<file path="src/rtl/usp_pkg.sv">
// Shared types and arithmetic helpers for the up-sampling interpolator and its
// decimating sibling in the filter chain.
package usp_pkg;

    typedef enum logic [1:0] {
        ST_CLEAR = 2'd0,
        ST_IDLE  = 2'd1,
        ST_MAC   = 2'd2,
        ST_OUT   = 2'd3
    } state_t;

    // Wide enough for any accumulator this filter family uses.
    localparam int SAT_W = 64;

    function automatic int calc_tpp(input int ncoeffs, input int up_factor);
        calc_tpp = ncoeffs / up_factor;
    endfunction

    function automatic int calc_acc_w(input int in_w, input int coeff_w, input int tpp);
        calc_acc_w = in_w + coeff_w + $clog2(tpp);
    endfunction

    // Round half up at the binary point, then clamp to the signed out_w range.
    function automatic logic signed [SAT_W-1:0] sat_round(
        input logic signed [SAT_W-1:0] acc,
        input int                      frac_bits,
        input int                      out_w
    );
        logic signed [SAT_W-1:0] rnd;
        logic signed [SAT_W-1:0] hi;
        logic signed [SAT_W-1:0] lo;
        rnd = (acc + (64'sd1 <<< (frac_bits - 1))) >>> frac_bits;
        hi  = (64'sd1 <<< (out_w - 1)) - 64'sd1;
        lo  = -(64'sd1 <<< (out_w - 1));
        if (rnd > hi) begin
            sat_round = hi;
        end else if (rnd < lo) begin
            sat_round = lo;
        end else begin
            sat_round = rnd;
        end
    endfunction

endpackage

</file>
<file path="src/rtl/usp_mac.sv">
// Two-stage multiply-accumulate: registered product, then accumulate. The
// running sum restarts on the first tap of a phase; the final sum is exposed
// combinationally together with a strobe on the last tap.
module usp_mac #(
    parameter int A_W   = 24,
    parameter int B_W   = 16,
    parameter int ACC_W = 44
) (
    input  logic                    clk_i,
    input  logic                    reset_i,
    input  logic                    vld_i,
    input  logic                    first_i,
    input  logic                    last_i,
    input  logic signed [A_W-1:0]   a_i,
    input  logic signed [B_W-1:0]   b_i,
    output logic signed [ACC_W-1:0] sum_o,
    output logic                    sum_vld_o
);

    localparam int PROD_W = A_W + B_W;

    logic signed [PROD_W-1:0] prod_q;
    logic                     vld1_q;
    logic                     first1_q;
    logic                     last1_q;
    logic signed [ACC_W-1:0]  acc_q;
    logic signed [ACC_W-1:0]  acc_d;

    // Stage 1: product register with its tap tags.
    always_ff @(posedge clk_i) begin
        if (reset_i) begin
            prod_q   <= '0;
            vld1_q   <= 1'b0;
            first1_q <= 1'b0;
            last1_q  <= 1'b0;
        end else begin
            prod_q   <= a_i * b_i;
            vld1_q   <= vld_i;
            first1_q <= first_i;
            last1_q  <= last_i;
        end
    end

    // Stage 2: next accumulator value.
    always_comb begin
        acc_d = acc_q;
        if (vld1_q) begin
            if (first1_q) begin
                acc_d = ACC_W'(prod_q);
            end else begin
                acc_d = acc_q + ACC_W'(prod_q);
            end
        end else begin
            acc_d = acc_q;
        end
    end

    // Accumulator register.
    always_ff @(posedge clk_i) begin
        if (reset_i) begin
            acc_q <= '0;
        end else begin
            acc_q <= acc_d;
        end
    end

    assign sum_o     = acc_d;
    assign sum_vld_o = vld1_q & last1_q;

endmodule

</file>
<file path="src/rtl/usp_interp.sv">
// Polyphase FIR interpolator: one input sample yields UP_FACTOR outputs, each
// phase computed over TPP taps with a single shared MAC.
module usp_interp
    import usp_pkg::*;
#(
    parameter int    IN_WIDTH       = 24,
    parameter int    OUT_WIDTH      = IN_WIDTH,
    parameter int    COEFF_W        = 16,
    parameter int    NCOEFFS        = 64,
    parameter int    UP_FACTOR      = 4,
    parameter bit    FIXED_COEFFS   = 1'b0,
    parameter string INITIAL_COEFFS = ""
) (
    input  logic                 i_clk,
    input  logic                 i_reset,
    input  logic                 i_tap_wr,
    input  logic [COEFF_W-1:0]   i_tap,
    input  logic                 i_valid,
    output logic                 o_ready,
    input  logic [IN_WIDTH-1:0]  i_sample,
    output logic                 o_valid,
    output logic [OUT_WIDTH-1:0] o_sample
);

    localparam int TPP   = calc_tpp(NCOEFFS, UP_FACTOR);
    localparam int TW    = (TPP > 1) ? $clog2(TPP) : 1;
    localparam int CW    = (NCOEFFS > 1) ? $clog2(NCOEFFS) : 1;
    localparam int PW    = (UP_FACTOR > 1) ? $clog2(UP_FACTOR) : 1;
    localparam int ACC_W = calc_acc_w(IN_WIDTH, COEFF_W, TPP);

    if ((NCOEFFS % UP_FACTOR) != 0 || TPP < 2 || (TPP & (TPP - 1)) != 0) begin : g_bad_tpp
        $error("usp_interp: NCOEFFS/UP_FACTOR must be an integer power of two >= 2");
    end
    if (FIXED_COEFFS && (INITIAL_COEFFS == "")) begin : g_bad_rom
        $error("usp_interp: fixed coefficients need an INITIAL_COEFFS file");
    end

    state_t              state_q, state_d;
    logic [TW-1:0]       wptr_q, wptr_d;
    logic [CW-1:0]       tidx_q, tidx_d;
    logic [PW-1:0]       p_q, p_d;
    logic [TW-1:0]       k_q, k_d;
    logic [1:0]          ocnt_q, ocnt_d;

    logic signed [COEFF_W-1:0]  cmem [NCOEFFS];
    logic signed [IN_WIDTH-1:0] dmem [TPP];
    logic signed [COEFF_W-1:0]  c_rd_q;
    logic signed [IN_WIDTH-1:0] d_rd_q;
    logic                       rd_vld_q, rd_first_q, rd_last_q;

    logic                       accept_s, tap_we_s, d_we_s;
    logic [TW-1:0]              d_waddr_s, d_raddr_s;
    logic [IN_WIDTH-1:0]        d_wdata_s;
    logic [CW-1:0]              c_raddr_s;
    logic signed [ACC_W-1:0]    sum_s;
    logic                       sum_vld_s;

    logic                       o_ready_q, o_valid_q;
    logic [OUT_WIDTH-1:0]       o_sample_q;

    assign accept_s  = (state_q == ST_IDLE) && o_ready_q && i_valid;
    assign tap_we_s  = (state_q == ST_IDLE) && i_tap_wr && !FIXED_COEFFS && !i_reset;
    assign d_raddr_s = wptr_q - TW'(1) - k_q;
    assign c_raddr_s = CW'(int'(k_q) * UP_FACTOR + int'(p_q));

    // Next-state, pointer and data-memory write control.
    always_comb begin
        state_d   = state_q;
        wptr_d    = wptr_q;
        tidx_d    = tidx_q;
        p_d       = p_q;
        k_d       = k_q;
        ocnt_d    = ocnt_q;
        d_we_s    = 1'b0;
        d_waddr_s = wptr_q;
        d_wdata_s = i_sample;
        case (state_q)
            ST_CLEAR: begin
                d_we_s    = 1'b1;
                d_waddr_s = k_q;
                d_wdata_s = '0;
                if (k_q == TW'(TPP - 1)) begin
                    k_d     = '0;
                    state_d = ST_IDLE;
                end else begin
                    k_d = k_q + TW'(1);
                end
            end
            ST_IDLE: begin
                if (tap_we_s) begin
                    tidx_d = (tidx_q == CW'(NCOEFFS - 1)) ? '0 : tidx_q + CW'(1);
                end else begin
                    tidx_d = tidx_q;
                end
                if (accept_s) begin
                    d_we_s  = 1'b1;
                    wptr_d  = wptr_q + TW'(1);
                    p_d     = '0;
                    k_d     = '0;
                    state_d = ST_MAC;
                end else begin
                    state_d = ST_IDLE;
                end
            end
            ST_MAC: begin
                if (k_q == TW'(TPP - 1)) begin
                    k_d     = '0;
                    ocnt_d  = 2'd0;
                    state_d = ST_OUT;
                end else begin
                    k_d = k_q + TW'(1);
                end
            end
            ST_OUT: begin
                // The last phase drains one extra cycle so o_ready follows the final o_valid.
                if (p_q != PW'(UP_FACTOR - 1)) begin
                    if (ocnt_q == 2'd1) begin
                        p_d     = p_q + PW'(1);
                        state_d = ST_MAC;
                    end else begin
                        ocnt_d = ocnt_q + 2'd1;
                    end
                end else begin
                    if (ocnt_q == 2'd2) begin
                        state_d = ST_IDLE;
                    end else begin
                        ocnt_d = ocnt_q + 2'd1;
                    end
                end
            end
            default: begin
                state_d = ST_CLEAR;
            end
        endcase
    end

    // Control state registers.
    always_ff @(posedge i_clk) begin
        if (i_reset) begin
            state_q <= ST_CLEAR;
            wptr_q  <= '0;
            tidx_q  <= '0;
            p_q     <= '0;
            k_q     <= '0;
            ocnt_q  <= 2'd0;
        end else begin
            state_q <= state_d;
            wptr_q  <= wptr_d;
            tidx_q  <= tidx_d;
            p_q     <= p_d;
            k_q     <= k_d;
            ocnt_q  <= ocnt_d;
        end
    end

    // Coefficient RAM: tap write port and registered read.
    always_ff @(posedge i_clk) begin
        if (tap_we_s) begin
            cmem[tidx_q] <= i_tap;
        end
        c_rd_q <= cmem[c_raddr_s];
    end

    // Sample delay-line RAM: write port and registered read.
    always_ff @(posedge i_clk) begin
        if (d_we_s) begin
            dmem[d_waddr_s] <= d_wdata_s;
        end
        d_rd_q <= dmem[d_raddr_s];
    end

    // Tap tags travel alongside the registered RAM read.
    always_ff @(posedge i_clk) begin
        if (i_reset) begin
            rd_vld_q   <= 1'b0;
            rd_first_q <= 1'b0;
            rd_last_q  <= 1'b0;
        end else begin
            rd_vld_q   <= (state_q == ST_MAC);
            rd_first_q <= (k_q == TW'(0));
            rd_last_q  <= (k_q == TW'(TPP - 1));
        end
    end

    usp_mac #(
        .A_W   (IN_WIDTH),
        .B_W   (COEFF_W),
        .ACC_W (ACC_W)
    ) u_mac (
        .clk_i     (i_clk),
        .reset_i   (i_reset),
        .vld_i     (rd_vld_q),
        .first_i   (rd_first_q),
        .last_i    (rd_last_q),
        .a_i       (d_rd_q),
        .b_i       (c_rd_q),
        .sum_o     (sum_s),
        .sum_vld_o (sum_vld_s)
    );

    // Output registers: ready, result strobe and rounded/saturated sample.
    always_ff @(posedge i_clk) begin
        if (i_reset) begin
            o_ready_q  <= 1'b0;
            o_valid_q  <= 1'b0;
            o_sample_q <= '0;
        end else begin
            o_ready_q <= (state_d == ST_IDLE);
            o_valid_q <= sum_vld_s;
            if (sum_vld_s) begin
                o_sample_q <= OUT_WIDTH'(sat_round(SAT_W'(sum_s), COEFF_W - 1, OUT_WIDTH));
            end else begin
                o_sample_q <= o_sample_q;
            end
        end
    end

    assign o_ready  = o_ready_q;
    assign o_valid  = o_valid_q;
    assign o_sample = o_sample_q;

endmodule
</file>
<file path="config.mk">
export PLATFORM = sky130hd
export DESIGN_NAME = usp_interp
export DESIGN_NICKNAME = d
export VERILOG_FILES = /design/src/rtl/usp_pkg.sv /design/src/rtl/usp_mac.sv /design/src/rtl/usp_interp.sv
export SDC_FILE = /design/constraint.sdc
export NUM_CORES = 2
export LEC_CHECK = 0
export CAP_MARGIN = 20
export CORE_UTILIZATION = 25
export CTS_CLUSTER_SIZE = 10
export DETAILED_ROUTE_END_ITERATION = 8
export PLACE_DENSITY_LB_ADDON = 0.08
export SETUP_SLACK_MARGIN = 0.5
export SLEW_MARGIN = 20
export SYNTH_ARGS = -nofsm -noshare
export SYNTH_HDL_FRONTEND = slang
export SYNTH_SLANG_ARGS = --single-unit
</file>
<file path="constraint.sdc">
create_clock -name i_clk -period 19.7 [get_ports i_clk]
set_input_delay 2.955 -clock i_clk [delete_from_list [all_inputs] [get_ports i_clk]]
set_output_delay 2.955 -clock i_clk [all_outputs]
set_load 0.02 [all_outputs]
</file>
==> impl_metrics.csv <==
group,metric,value,unit
global_routing,grt_pass1_wl,327,mm
floorplan,coreArea,306000,sq um
logic_synthesis,netlist.area_leader.share,0.548,
logic_synthesis,synth_top_area_cell,"edfxtp_1",
floorplan,die-area,311000,sq um
routing,via_per_inst,4.49,
routing,routedWlPerCell,24.5,um
global_routing,grt_use_total,0.146,
global_routing,antenna_found_initial,34,
worst_setup_path,critPathMaxFanout,24,
sta,fmax,0.126,GHz
logic_synthesis,yosysSeqAreaShare,0.594,
place,gp_congestion,0.737,
logic_synthesis,synth_nets,5470,
pwr,vdd_drop_max,0.361,mV
worst_setup_path,crit_top_cell,"fa_1",
cells_and_area,final_util,0.291,
logic_synthesis,post-synth-top-count-cell,"edfxtp_1",
pwr,p_leak,30.3,nW
floorplan,num_rows,203,
sta,fin_skew,78.3,ps
clocking,ctsRootBufferMaster,"clkbuf_16",
sta,period_minus_slack,7930,ps
logic_synthesis,yosysUniqueCellTypes,96,
pwr,clkPwrFrac,0.191,
sta,finalSetupTns,0,ps
pwr,p_int,9.89,mW
floorplan,die_h,558,um
run_status,status,"completed",
worst_setup_path,critPathKind,"reg2reg",
global_routing,grt_max_degree,104,
clocking,postCtsSetupRepairBufs,0,
routing,met1_length,99.9,mm
routing,wl_met2,113,mm
worst_setup_path,reg2reg_to,"u_mac.prod_q[37]$_SDFF_PP0_",
clocking,cts_tree,"done",
sta,finalCritPeriodShare,0.402,
routing,detail-route-antenna-nets,0,
worst_setup_path,reg2reg_depth,24,
sta,setup_violations,0,
worst_hold_path,hold_path_startpoint,"rd_first_q$_SDFF_PP0_",
logic_synthesis,synthTopCellsByArea,"edfxtp_1 55%, mux4_2 13%, fa_1 9.8%",
routing,route.met3.wl,7.46,mm
pwr,p_switching,7.22,mW
cells_and_area,area_delta_synth_final,15.4,%
logic_synthesis,async_flop_share,0,
clocking,cts_buffer_depth,4,
clocking,clk_latency,870,ps
logic_synthesis,synth_seq_cells,1584,
pwr,swShare,0.422,
worst_setup_path,required,20360,ps
worst_setup_path,startpoint_type,"flip-flop",
clocking,clkSlewWorstSetupHoldPaths,70,ps
pwr,p_seq_frac,0.226,
logic_synthesis,syn_avg_cell_area,15.8,sq um
worst_setup_path,crit_path_end_kind,"flip-flop",
floorplan,initial_core_util,0.252,
sta,drv_slew,0,
clocking,hold_buffers,0,
logic_synthesis,synth_cells,4898,
worst_setup_path,critical_path_arrival,8580,ps
worst_hold_path,hold_depth,1,
flow_run,drv_cap,0,
worst_setup_path,crit_path_cell_trace,"and2_1, fa_1, inv_1, fa_1, fa_1, inv_1, ha_1, inv_1, fa_1, fa_1, inv_1, ha_1, a21o_1, a21oi_1, a311oi_1, a311o_1, a41oi_1, nand2b_1, a211oi_1, nor3_1, o21ai_0, o41ai_1, xor2_1, nor2_1",
pwr,combPwrFrac,0.583,
logic_synthesis,synthTopCellsByCount,"1408 x edfxtp_1, 460 x inv_1, 432 x mux4_2, 376 x fa_1, 346 x nand2_1",
routing,drc,0,
place,placed_area,83300,sq um
worst_setup_path,cpPeakStageDelay,1050,ps
logic_synthesis,ys_warn_count,0,
routing,top_layer,"met4",
clocking,htree_levels,4,
routing,drt-total-wl,227,mm
cells_and_area,stdcell_area,89000,sq um
routing,drt_iter0_drc,2768,
worst_setup_path,cp_slowest_cell,"dfxtp_1",
routing,drt_pass1_iterations,5,
cells_and_area,drive_gt1_frac,0.182,
clocking,cts_sinks,1584,
clocking,ctsResizeCount,0,
clocking,cts_made_buffers,195,
logic_synthesis,synth_ff_type,"edfxtp_1",
floorplan,fp.dieW,558,um
worst_setup_path,r2r_start,"c_rd_q[2]$_DFF_P_",
worst_setup_path,r2r_slack,11770,ps
sta,slew_headroom,0.268,
global_routing,grt_remaining_overflow,0,
worst_hold_path,hold_class,"reg2reg",
worst_setup_path,path_buf_inv,4,
pwr,p_per_area,192,nW/um^2
global_routing,grt_pass1_vias,44624,
routing,vias,41467,
sta,hold_viol_final,0,
place,portBuffers,69,
worst_setup_path,cp_top_family,"adder cells",
logic_synthesis,synth_edf_count,1408,
floorplan,ios,70,
logic_synthesis,syn_area,77200,sq um
sta,rsz0062_at_grt,"no",
sta,worst_slew_pin_slew,1100,ps
cells_and_area,fin_nets,5603,
place,dp_hpwl,143,mm
worst_hold_path,min_to,"u_mac.first1_q$_SDFF_PP0_",
## worst register-to-register path: stages, from the launching register on
cell and delay (ps):
dfxtp_1 1050, and2_1 280, fa_1 420, inv_1 90
fa_1 410, fa_1 520, inv_1 40, ha_1 280
inv_1 80, fa_1 420, fa_1 510, inv_1 50
ha_1 320, a21o_1 190, a21oi_1 460, a311oi_1 280
a311o_1 440, a41oi_1 300, nand2b_1 200, a211oi_1 110
nor3_1 510, o21ai_0 220, o41ai_1 350, xor2_1 170
nor2_1 50
## state kept, by name, summed over array words and instances (netlist names), 2 cells and up
register	flops
cmem	1024
dmem	384
u_mac.acc_q	44
u_mac.prod_q	40
d_rd_q	24
o_sample	24
c_rd_q	16
tidx_q	6
k_q	4
wptr_q	4
ocnt_q	2
p_q	2
state_q	2
## per-layer routing
layer  up-vias  global-route usage
li1      18351                   -
met1     22175               0.191
met2       660               0.251
met3       281              0.0193
met4         0              0.0399
met5         -                   0
## final cells by class
class | instances | area [sq um]
Multi-Input combinational cell | 2606 | 29200
Fill cell | 30781 | 217000
Timing Repair Buffer | 183 | 1530
Inverter | 461 | 1730
Clock inverter | 37 | 370
Clock buffer | 264 | 5230
Antenna cell | 9 | 22.5
Tap cell | 4100 | 5130
Sequential cell | 1584 | 45800
## metrics by stage
step	hold slack, ps	power [mW]	instances	setup slack (ps)
3_3_place_gp	423	14.4	8931	11720
6_report	441	17.1	9244	11770
4_1_cts	443	17.7	9233	11690
3_5_place_dp	433	14.3	8932	11730
5_1_grt	448	18.9	9240	11170
2_1_floorplan	414	11.4	4898	13050
## kinds of logic (layout without fill, tap and decap cells)
group | count (synthesis) | count (layout) | synth area share
xor+xnor | 88 | 88 | 0.00999
other cells | 0 | 9 | 0
mux | 477 | 477 | 0.132
fa+ha+maj | 528 | 528 | 0.122
flops | 1584 | 1584 | 0.594
simple gates | 1066 | 1066 | 0.0674
compound gates | 447 | 447 | 0.0396
buf+inv | 708 | 945 | 0.0353
## power groups by stage
stage | clock (mW) | combinational [mW] | sequential, mW
2_1_floorplan | 0 | 7.49 | 3.89
3_3_place_gp | 0 | 10.4 | 3.94
3_5_place_dp | 0 | 10.3 | 3.94
4_1_cts | 3.40 | 10.4 | 3.87
5_1_grt | 3.51 | 11.5 | 3.88
6_report | 3.28 | 9.97 | 3.87
## cells in the final DEF, fill, tap and decap left out, types with 60 or more instances in the layout
master and instances:
edfxtp_1 1408, inv_1 459, mux4_2 432, fa_1 375
nand2_1 346, nor2_1 197, clkbuf_16 197, dfxtp_1 171
and2_1 159, ha_1 151, a21oi_1 116, buf_4 109
nor2b_1 67, clkbuf_1 62, o21ai_0 60
## worst max path at each step
| stage | cells past startpoint | start | end |
|---|---|---|---|
| after detailed placement | 20 | c_rd_q[1]$_DFF_P_ | u_mac.prod_q[37]$_SDFF_PP0_ |
| final | 24 | c_rd_q[2]$_DFF_P_ | u_mac.prod_q[37]$_SDFF_PP0_ |
| after floorplan | 24 | d_rd_q[12]$_DFF_P_ | u_mac.prod_q[37]$_SDFF_PP0_ |
| after global routing | 23 | c_rd_q[1]$_DFF_P_ | u_mac.prod_q[37]$_SDFF_PP0_ |
| after global placement | 23 | c_rd_q[1]$_DFF_P_ | u_mac.prod_q[37]$_SDFF_PP0_ |
| after CTS | 20 | c_rd_q[1]$_DFF_P_ | u_mac.prod_q[37]$_SDFF_PP0_ |
(Power assumes the default switching activity.)
